<file path="config.mk">
export PLATFORM = sky130hd
export DESIGN_NAME = rtc_responder
export DESIGN_NICKNAME = d
export VERILOG_FILES = /design/src/rtl/rtc_pkg.sv /design/src/rtl/bcd_pair_counter.sv /design/src/rtl/rtc_responder.sv
export SDC_FILE = /design/constraint.sdc
export NUM_CORES = 1
export LEC_CHECK = 0
export BUFFER_PORTS_ARGS = -buffer_cell sky130_fd_sc_hd__buf_2
export CAP_MARGIN = 0
export CORE_UTILIZATION = 40
export CTS_BUF_LIST = sky130_fd_sc_hd__clkbuf_2
export CTS_CLUSTER_DIAMETER = 200
export CTS_CLUSTER_SIZE = 16
export DETAILED_ROUTE_END_ITERATION = 10
export GPL_TIMING_DRIVEN = 0
export HOLD_SLACK_MARGIN = 0.15
export PLACE_DENSITY = 0.54
export SLEW_MARGIN = 20
export SYNTH_ARGS = -nofsm -noshare
export SYNTH_HDL_FRONTEND = slang
export SYNTH_HIERARCHICAL = 1
export SYNTH_SLANG_ARGS = --single-unit
</file>
<file path="constraint.sdc">
create_clock -name clk -period 4.5 [get_ports clk]
set_input_delay 0.675 -clock clk [delete_from_list [all_inputs] [get_ports clk]]
set_output_delay 0.675 -clock clk [all_outputs]
set_load 0.1 [all_outputs]
</file>
<file path="src/rtl/rtc_pkg.sv">
// rtc_pkg: shared definitions for the RTC responder.
//   - register map addresses (BCD time/date and countdown timer)
//   - timer state encoding
//   - per-field min/max limits
//   - month_days(): last valid day of a BCD month, leap-aware
package rtc_pkg;

   localparam logic [7:0] ADDR_SEC   = 8'h21;
   localparam logic [7:0] ADDR_MIN   = 8'h22;
   localparam logic [7:0] ADDR_HOUR  = 8'h23;
   localparam logic [7:0] ADDR_DAY   = 8'h24;
   localparam logic [7:0] ADDR_MON   = 8'h25;
   localparam logic [7:0] ADDR_YEAR  = 8'h26;
   localparam logic [7:0] ADDR_TSEC  = 8'h41;
   localparam logic [7:0] ADDR_TMIN  = 8'h42;
   localparam logic [7:0] ADDR_THOUR = 8'h43;

   localparam logic [7:0] FIELD_MIN = 8'h00;
   localparam logic [7:0] DAY_MIN   = 8'h01;
   localparam logic [7:0] MON_MIN   = 8'h01;
   localparam logic [7:0] SEC_MAX   = 8'h59;
   localparam logic [7:0] MIN_MAX   = 8'h59;
   localparam logic [7:0] HOUR_MAX  = 8'h23;
   localparam logic [7:0] MON_MAX   = 8'h12;
   localparam logic [7:0] YEAR_MAX  = 8'h99;

   typedef enum logic [1:0] {
      IDLE,
      RUN,
      PAUSE
   } crono_state_t;

   // Year is BCD, so its value mod 4 is (2*tens + units) mod 4; year 00 is leap.
   // Unrecognised month codes fall back to 31 days.
   function automatic logic [7:0] month_days(input logic [7:0] month,
                                             input logic [7:0] year);
      int unsigned year_val;
      year_val = 32'(year[7:4]) * 2 + 32'(year[3:0]);
      case (month)
         8'h04, 8'h06, 8'h09, 8'h11: month_days = 8'h30;
         8'h02:   month_days = ((year_val % 4) == 0) ? 8'h29 : 8'h28;
         default: month_days = 8'h31;
      endcase
   endfunction

endpackage

</file>
<file path="src/rtl/bcd_pair_counter.sv">
// bcd_pair_counter: two-digit BCD register that can be loaded, incremented
// or decremented, wrapping between min_val and max_val.
//   clk, reset     : clock, asynchronous active-low reset (q -> RST_VAL)
//   inc / dec      : count up / down this cycle (inc has priority)
//   load, load_val : overwrite q this cycle (priority over counting)
//   min_val/max_val: wrap limits, compared as raw 8-bit values
//   q, q_nxt       : current value and the value taken at the next edge
//   wrap           : carry (inc at/above max) or borrow (dec at/below min)
module bcd_pair_counter #(
   parameter logic [7:0] RST_VAL = 8'h00
) (
   input  logic       clk,
   input  logic       reset,
   input  logic       inc,
   input  logic       dec,
   input  logic       load,
   input  logic [7:0] load_val,
   input  logic [7:0] min_val,
   input  logic [7:0] max_val,
   output logic [7:0] q,
   output logic [7:0] q_nxt,
   output logic       wrap
);

   logic       at_max;
   logic       at_min;
   logic [7:0] q_inc;
   logic [7:0] q_dec;

   always_comb begin
      at_max = (q >= max_val);
      at_min = (q <= min_val);
      if (q[3:0] >= 4'd9) q_inc = {q[7:4] + 4'd1, 4'd0};
      else                q_inc = {q[7:4], q[3:0] + 4'd1};
      if (q[3:0] == 4'd0) q_dec = {q[7:4] - 4'd1, 4'd9};
      else                q_dec = {q[7:4], q[3:0] - 4'd1};
   end

   // wrap depends on the old value only, so a load in the same cycle still
   // lets the neighbouring field see the carry/borrow it would have produced.
   assign wrap = (inc & at_max) | (dec & at_min);

   always_comb begin
      q_nxt = q;
      if (load)     q_nxt = load_val;
      else if (inc) q_nxt = at_max ? min_val : q_inc;
      else if (dec) q_nxt = at_min ? max_val : q_dec;
   end

   always_ff @(posedge clk or negedge reset) begin
      if (!reset) q <= RST_VAL;
      else        q <= q_nxt;
   end

endmodule

</file>
<file path="src/rtl/rtc_responder.sv">
// rtc_responder: stand-in for the external RTC chip on the register bus.
// Keeps BCD time/date and a BCD countdown timer driven by a one-second tick.
//   clk, reset          : clock, asynchronous active-low reset
//   cs, RD_WR, dir, dato: one-cycle strobe, 1=read/0=write, address, write data
//   dato_rtc, ack       : registered read data and acknowledge (two edges after cs)
//   ini_crono/stop_crono: start-resume / pause pulses for the timer
//   crono_end           : one-cycle pulse when the timer reaches 00:00:00
module rtc_responder
   import rtc_pkg::*;
#(
   parameter int unsigned TICK_DIV = 100_000_000
) (
   input  logic       clk,
   input  logic       reset,
   input  logic       cs,
   input  logic       RD_WR,
   input  logic [7:0] dir,
   input  logic [7:0] dato,
   output logic [7:0] dato_rtc,
   output logic       ack,
   input  logic       ini_crono,
   input  logic       stop_crono,
   output logic       crono_end
);

   localparam int unsigned DIV_W = $clog2(TICK_DIV);
   localparam logic [DIV_W-1:0] DIV_LAST = DIV_W'(TICK_DIV - 1);

   logic [DIV_W-1:0] div_cnt;
   logic             tick;

   assign tick = (div_cnt == DIV_LAST);

   always_ff @(posedge clk or negedge reset) begin
      if (!reset)    div_cnt <= '0;
      else if (tick) div_cnt <= '0;
      else           div_cnt <= div_cnt + DIV_W'(1);
   end

   logic wr;
   assign wr = cs & ~RD_WR;

   // Clock/date chain
   logic [7:0] sec_q, min_q, hour_q, day_q, mon_q, year_q;
   logic       sec_w, min_w, hour_w, day_w, mon_w, year_w_unused;
   logic [7:0] sec_nxt_unused, min_nxt_unused, hour_nxt_unused;
   logic [7:0] day_nxt_unused, mon_nxt_unused, year_nxt_unused;

   bcd_pair_counter #(.RST_VAL(FIELD_MIN)) u_sec (
      .clk(clk), .reset(reset), .inc(tick), .dec(1'b0),
      .load(wr && dir == ADDR_SEC), .load_val(dato),
      .min_val(FIELD_MIN), .max_val(SEC_MAX),
      .q(sec_q), .q_nxt(sec_nxt_unused), .wrap(sec_w)
   );

   bcd_pair_counter #(.RST_VAL(FIELD_MIN)) u_min (
      .clk(clk), .reset(reset), .inc(sec_w), .dec(1'b0),
      .load(wr && dir == ADDR_MIN), .load_val(dato),
      .min_val(FIELD_MIN), .max_val(MIN_MAX),
      .q(min_q), .q_nxt(min_nxt_unused), .wrap(min_w)
   );

   bcd_pair_counter #(.RST_VAL(FIELD_MIN)) u_hour (
      .clk(clk), .reset(reset), .inc(min_w), .dec(1'b0),
      .load(wr && dir == ADDR_HOUR), .load_val(dato),
      .min_val(FIELD_MIN), .max_val(HOUR_MAX),
      .q(hour_q), .q_nxt(hour_nxt_unused), .wrap(hour_w)
   );

   bcd_pair_counter #(.RST_VAL(DAY_MIN)) u_day (
      .clk(clk), .reset(reset), .inc(hour_w), .dec(1'b0),
      .load(wr && dir == ADDR_DAY), .load_val(dato),
      .min_val(DAY_MIN), .max_val(month_days(mon_q, year_q)),
      .q(day_q), .q_nxt(day_nxt_unused), .wrap(day_w)
   );

   bcd_pair_counter #(.RST_VAL(MON_MIN)) u_mon (
      .clk(clk), .reset(reset), .inc(day_w), .dec(1'b0),
      .load(wr && dir == ADDR_MON), .load_val(dato),
      .min_val(MON_MIN), .max_val(MON_MAX),
      .q(mon_q), .q_nxt(mon_nxt_unused), .wrap(mon_w)
   );

   bcd_pair_counter #(.RST_VAL(FIELD_MIN)) u_year (
      .clk(clk), .reset(reset), .inc(mon_w), .dec(1'b0),
      .load(wr && dir == ADDR_YEAR), .load_val(dato),
      .min_val(FIELD_MIN), .max_val(YEAR_MAX),
      .q(year_q), .q_nxt(year_nxt_unused), .wrap(year_w_unused)
   );

   // Countdown timer
   crono_state_t state, state_n;
   logic         crono_end_n;
   logic         t_dec;
   logic [7:0]   tsec_q, tmin_q, thour_q;
   logic [7:0]   tsec_n, tmin_n, thour_n;
   logic         tsec_w, tmin_w, thour_w_unused;
   logic         t_zero, t_nxt_zero;

   assign t_zero     = ({tsec_q, tmin_q, thour_q} == '0);
   assign t_nxt_zero = ({tsec_n, tmin_n, thour_n} == '0);
   // A zero value never decrements, so the hour field never borrows.
   assign t_dec      = (state == RUN) & tick & ~stop_crono & ~t_zero;

   bcd_pair_counter #(.RST_VAL(FIELD_MIN)) u_tsec (
      .clk(clk), .reset(reset), .inc(1'b0), .dec(t_dec),
      .load(wr && dir == ADDR_TSEC), .load_val(dato),
      .min_val(FIELD_MIN), .max_val(SEC_MAX),
      .q(tsec_q), .q_nxt(tsec_n), .wrap(tsec_w)
   );

   bcd_pair_counter #(.RST_VAL(FIELD_MIN)) u_tmin (
      .clk(clk), .reset(reset), .inc(1'b0), .dec(tsec_w),
      .load(wr && dir == ADDR_TMIN), .load_val(dato),
      .min_val(FIELD_MIN), .max_val(MIN_MAX),
      .q(tmin_q), .q_nxt(tmin_n), .wrap(tmin_w)
   );

   bcd_pair_counter #(.RST_VAL(FIELD_MIN)) u_thour (
      .clk(clk), .reset(reset), .inc(1'b0), .dec(tmin_w),
      .load(wr && dir == ADDR_THOUR), .load_val(dato),
      .min_val(FIELD_MIN), .max_val(HOUR_MAX),
      .q(thour_q), .q_nxt(thour_n), .wrap(thour_w_unused)
   );

   always_ff @(posedge clk or negedge reset) begin
      if (!reset) begin
         state     <= IDLE;
         crono_end <= 1'b0;
      end else begin
         state     <= state_n;
         crono_end <= crono_end_n;
      end
   end

   // Expiry is judged on the value the timer takes at this edge, so the
   // pulse lands in the cycle right after the tick that reaches zero.
   always_comb begin
      state_n     = state;
      crono_end_n = 1'b0;
      case (state)
         IDLE, PAUSE: begin
            if (!stop_crono && ini_crono) begin
               if (t_nxt_zero) begin
                  state_n     = IDLE;
                  crono_end_n = 1'b1;
               end else begin
                  state_n = RUN;
               end
            end
         end
         RUN: begin
            if (stop_crono) begin
               state_n = PAUSE;
            end else if (t_nxt_zero) begin
               state_n     = IDLE;
               crono_end_n = 1'b1;
            end
         end
         default: state_n = IDLE;
      endcase
   end

   // Bus response: capture at the strobe edge, answer one edge later.
   logic       ack_pend;
   logic       rd_pend;
   logic [7:0] rd_addr;
   logic [7:0] rd_data;

   always_comb begin
      rd_data = '0;
      case (rd_addr)
         ADDR_SEC:   rd_data = sec_q;
         ADDR_MIN:   rd_data = min_q;
         ADDR_HOUR:  rd_data = hour_q;
         ADDR_DAY:   rd_data = day_q;
         ADDR_MON:   rd_data = mon_q;
         ADDR_YEAR:  rd_data = year_q;
         ADDR_TSEC:  rd_data = tsec_q;
         ADDR_TMIN:  rd_data = tmin_q;
         ADDR_THOUR: rd_data = thour_q;
         default:    rd_data = '0;
      endcase
   end

   always_ff @(posedge clk or negedge reset) begin
      if (!reset) begin
         ack_pend <= 1'b0;
         rd_pend  <= 1'b0;
         rd_addr  <= '0;
         ack      <= 1'b0;
         dato_rtc <= '0;
      end else begin
         ack_pend <= cs;
         rd_pend  <= cs & RD_WR;
         rd_addr  <= dir;
         ack      <= ack_pend;
         if (rd_pend) dato_rtc <= rd_data;
      end
   end

endmodule
</file>
==> metrics.txt <==
clk_skew a little over 0.04 ns; post-route ant nets 0; Area Growth Syn to Fin 17.0%; violation count after the first detailed-route iteration 800; via/cell ratio 5.33; Worst EP arrival a little under 5 ns; DRT met1 WL 21.9 mm; Crit-path slowest cell dfrtp_1; vias in the first global route around 14000; count of filler cells inserted in the layout about 3700; met3 wire length 1.79 mm; dpl cells about 2600; Worst-Margin Slew between 0.9 and 1 ns; Int Pwr 0.00467 W; FF+latch area 3030 sq um; status completed; worst-case vdd ir drop between 0.0002 and 0.00025 V; die area ~38000 sq um; synthesized cell area 14800 sq um; clock power share 0.087; fmax between 200 and 250 MHz; proportion of layout cells with a drive suffix above 1 0.0986; final hold violation count 0; Final period util 0.947; Worst setup SP type flip-flop; fin nets about 2400; Total Wirelength 46.7 mm; unrepaired setup endpoints after global routing false; worst hold margin ~0.24 ns; clk_lat worst skew 0.74 ns; # setup viols final 0; critical path's top delay family simple AND/OR/NAND/NOR gates; synth warn 6; CTS HTree Levels 4; Rel. slew slack 0.332; via count roughly 14000; Switching Share 0.524; min-delay worst type primary input to flip-flop; Sink Count 121; CP Cell Sequence nand4b_1 -> or3_4 -> nor4_4 -> nor2b_2 -> buf_4 -> nor4b_4 -> clkbuf_8 -> nand2_2 -> nand2_2 -> buf_8 -> clkbuf_8 -> nand2_2 -> nand2_4 -> buf_8 -> clkbuf_8 -> o21ai_0 -> o31a_1 -> nor4_4 -> nand4_1 -> nor2_2 -> and2_1; CP max FO 10; Inserted Clock Buffers 17; largest net degree at the start of global routing between 70 and 80; CTS clk-pin slew, worst paths roughly 0.24 ns; io pins 32; first-pass GRT wire length 74.5 mm; Sw Pwr roughly 0.0051 W; leakage power between 7 and 8 nW; CP bufs+invs 6; GRT Total Usage 0.248; highest metal used met4; placed cell areas between 15000 and 20000 sq um; TNS Setup 0 ns; die width 195 um; pwr dens 565 nW/um^2; met2 WL ~22 mm; Mean Syn Cell Area slightly below 8 sq um; Max clock buf depth 2; antenna violations before repair 1; Gate power share 0.663; port bufs 31; Reg power frac 0.250; Post-Syn Instances 1875; Slew Viols, Final 0; max-cap viol count 0; grt ovf 0; CORE AREA approximately 37000 sq um; WS Path Type flip-flop to flip-flop; Detailed Place HPWL about 34 mm; Die Y-Extent about 190 um; global placer's final weighted congestion a little under 0.9; Final min period around 4.3 ns; CTS Root Cell clkbuf_2; Worst setup EP type flip-flop; Crit path required time roughly 5.2 ns; fin cells 2691; final instance area around 17000 sq um; # rows 70; Avg WL per Cell roughly 17 um; CTS tree built; DRC Markers 0; slowest cell delay on critical path about 0.50 ns; footprint of the multi-input gates between 10000 and 15000 sq um; Initial Util 0.406; DR pass1 iterations 5
stage by stage:
step	power, W	worst slack [ns]	util
2_1_floorplan	0.00698	0.0503	-
3_3_place_gp	0.00854	-1.95	0.451
3_5_place_dp	0.00865	-1.98	0.452
4_1_cts	0.00964	0.00519	0.470
5_1_grt	0.0107	0.0125	0.474
6_report	0.00982	0.237	0.474
final timing paths:
kind / from / cells after the start / slack (ns) / endpoint
setup / recovery: div_cnt[18]$_DFF_PN0_ / 21 / 0.24 / crono_end$_DFF_PN0_
max in group asynchronous: reset / 3 / 3.32 / state[0]$_DFFE_PN0P_
min in group asynchronous: reset / 2 / 0.38 / u_min/q[3]$_DFF_PN0_
setup reg to reg: div_cnt[18]$_DFF_PN0_ / 21 / 0.24 / crono_end$_DFF_PN0_
hold reg to reg: ack_pend$_DFF_PN0_ / 0 / 0.39 / ack$_DFF_PN0_
hold / removal: ini_crono / 4 / 0.24 / state[1]$_DFFE_PN0P_
timing repair:
item | in CTS | in global routing
endpoints found under the setup margin | 28 | 10
hold buffers | 10 | 0
cloned | 0 | 1
hold endpoints to repair | 75 | 0
gates resized for setup | 33 | 17
pin swaps | 7 | 7
buffers inserted | 22 | 9
power by group through the flow:
stage | combinational, W | sequential [W] | clock, W
after floorplan | 0.00500 | 0.00199 | 0
after global placement | 0.00606 | 0.00248 | 0
after detailed placement | 0.00617 | 0.00248 | 0
after CTS | 0.00631 | 0.00245 | 0.000882
after global routing | 0.00727 | 0.00253 | 0.000917
final | 0.00651 | 0.00246 | 0.000850
registers in the layout, indices dropped and copies added, names as in the netlist:
register   cells
u_mon/q        8
div_cnt       27
ack_pend       1
u_thour/q      8
u_year/q       8
rd_pend        1
ack            1
u_tsec/q       8
dato_rtc       8
u_sec/q        8
rd_addr        8
u_tmin/q       8
state          2
u_hour/q       8
crono_end      1
u_min/q        8
u_day/q        8
layout by cell type (no fill, tap or decap), drive strengths merged, types with 36 or more instances in the layout:
master  instances
o21ai         109
clkbuf         71
nand4          57
o211ai         45
ha            190
a21oi          71
nand2         210
mux2i          55
nand3          67
xnor2          54
o21a           36
buf            87
nor3           44
inv           198
conb          250
nor2          123
dfrtp         119
area by class of cell:
type | count | share of cell area
diodes | 1 | 0.000144
clock buffers | 17 | 0.00490
plain buffers | 77 | 0.0221
flip-flops and latches | 121 | 0.175
repair buffers | 74 | 0.0324
multi-input cells | 1726 | 0.680
inverters | 192 | 0.0415
well taps | 468 | 0.0337
clock inverters | 15 | 0.0110
worst reg2reg max path, delay by kind of cell (launching register included):
kind	cells	cell delay [ns]
AO/OA/AOI/OAI	2	0.47
buffers and inverters	6	0.91
flip-flops	1	0.50
AND/OR/NAND/NOR	13	2.32
layer usage:
metal / vias up / global-route usage
met1: 6744 / 0.330
met5: - / 0
met4: 0 / 0.0779
met3: 56 / 0.0264
met2: 297 / 0.418
li1: 7258 / -
(Power assumes the default switching activity.)
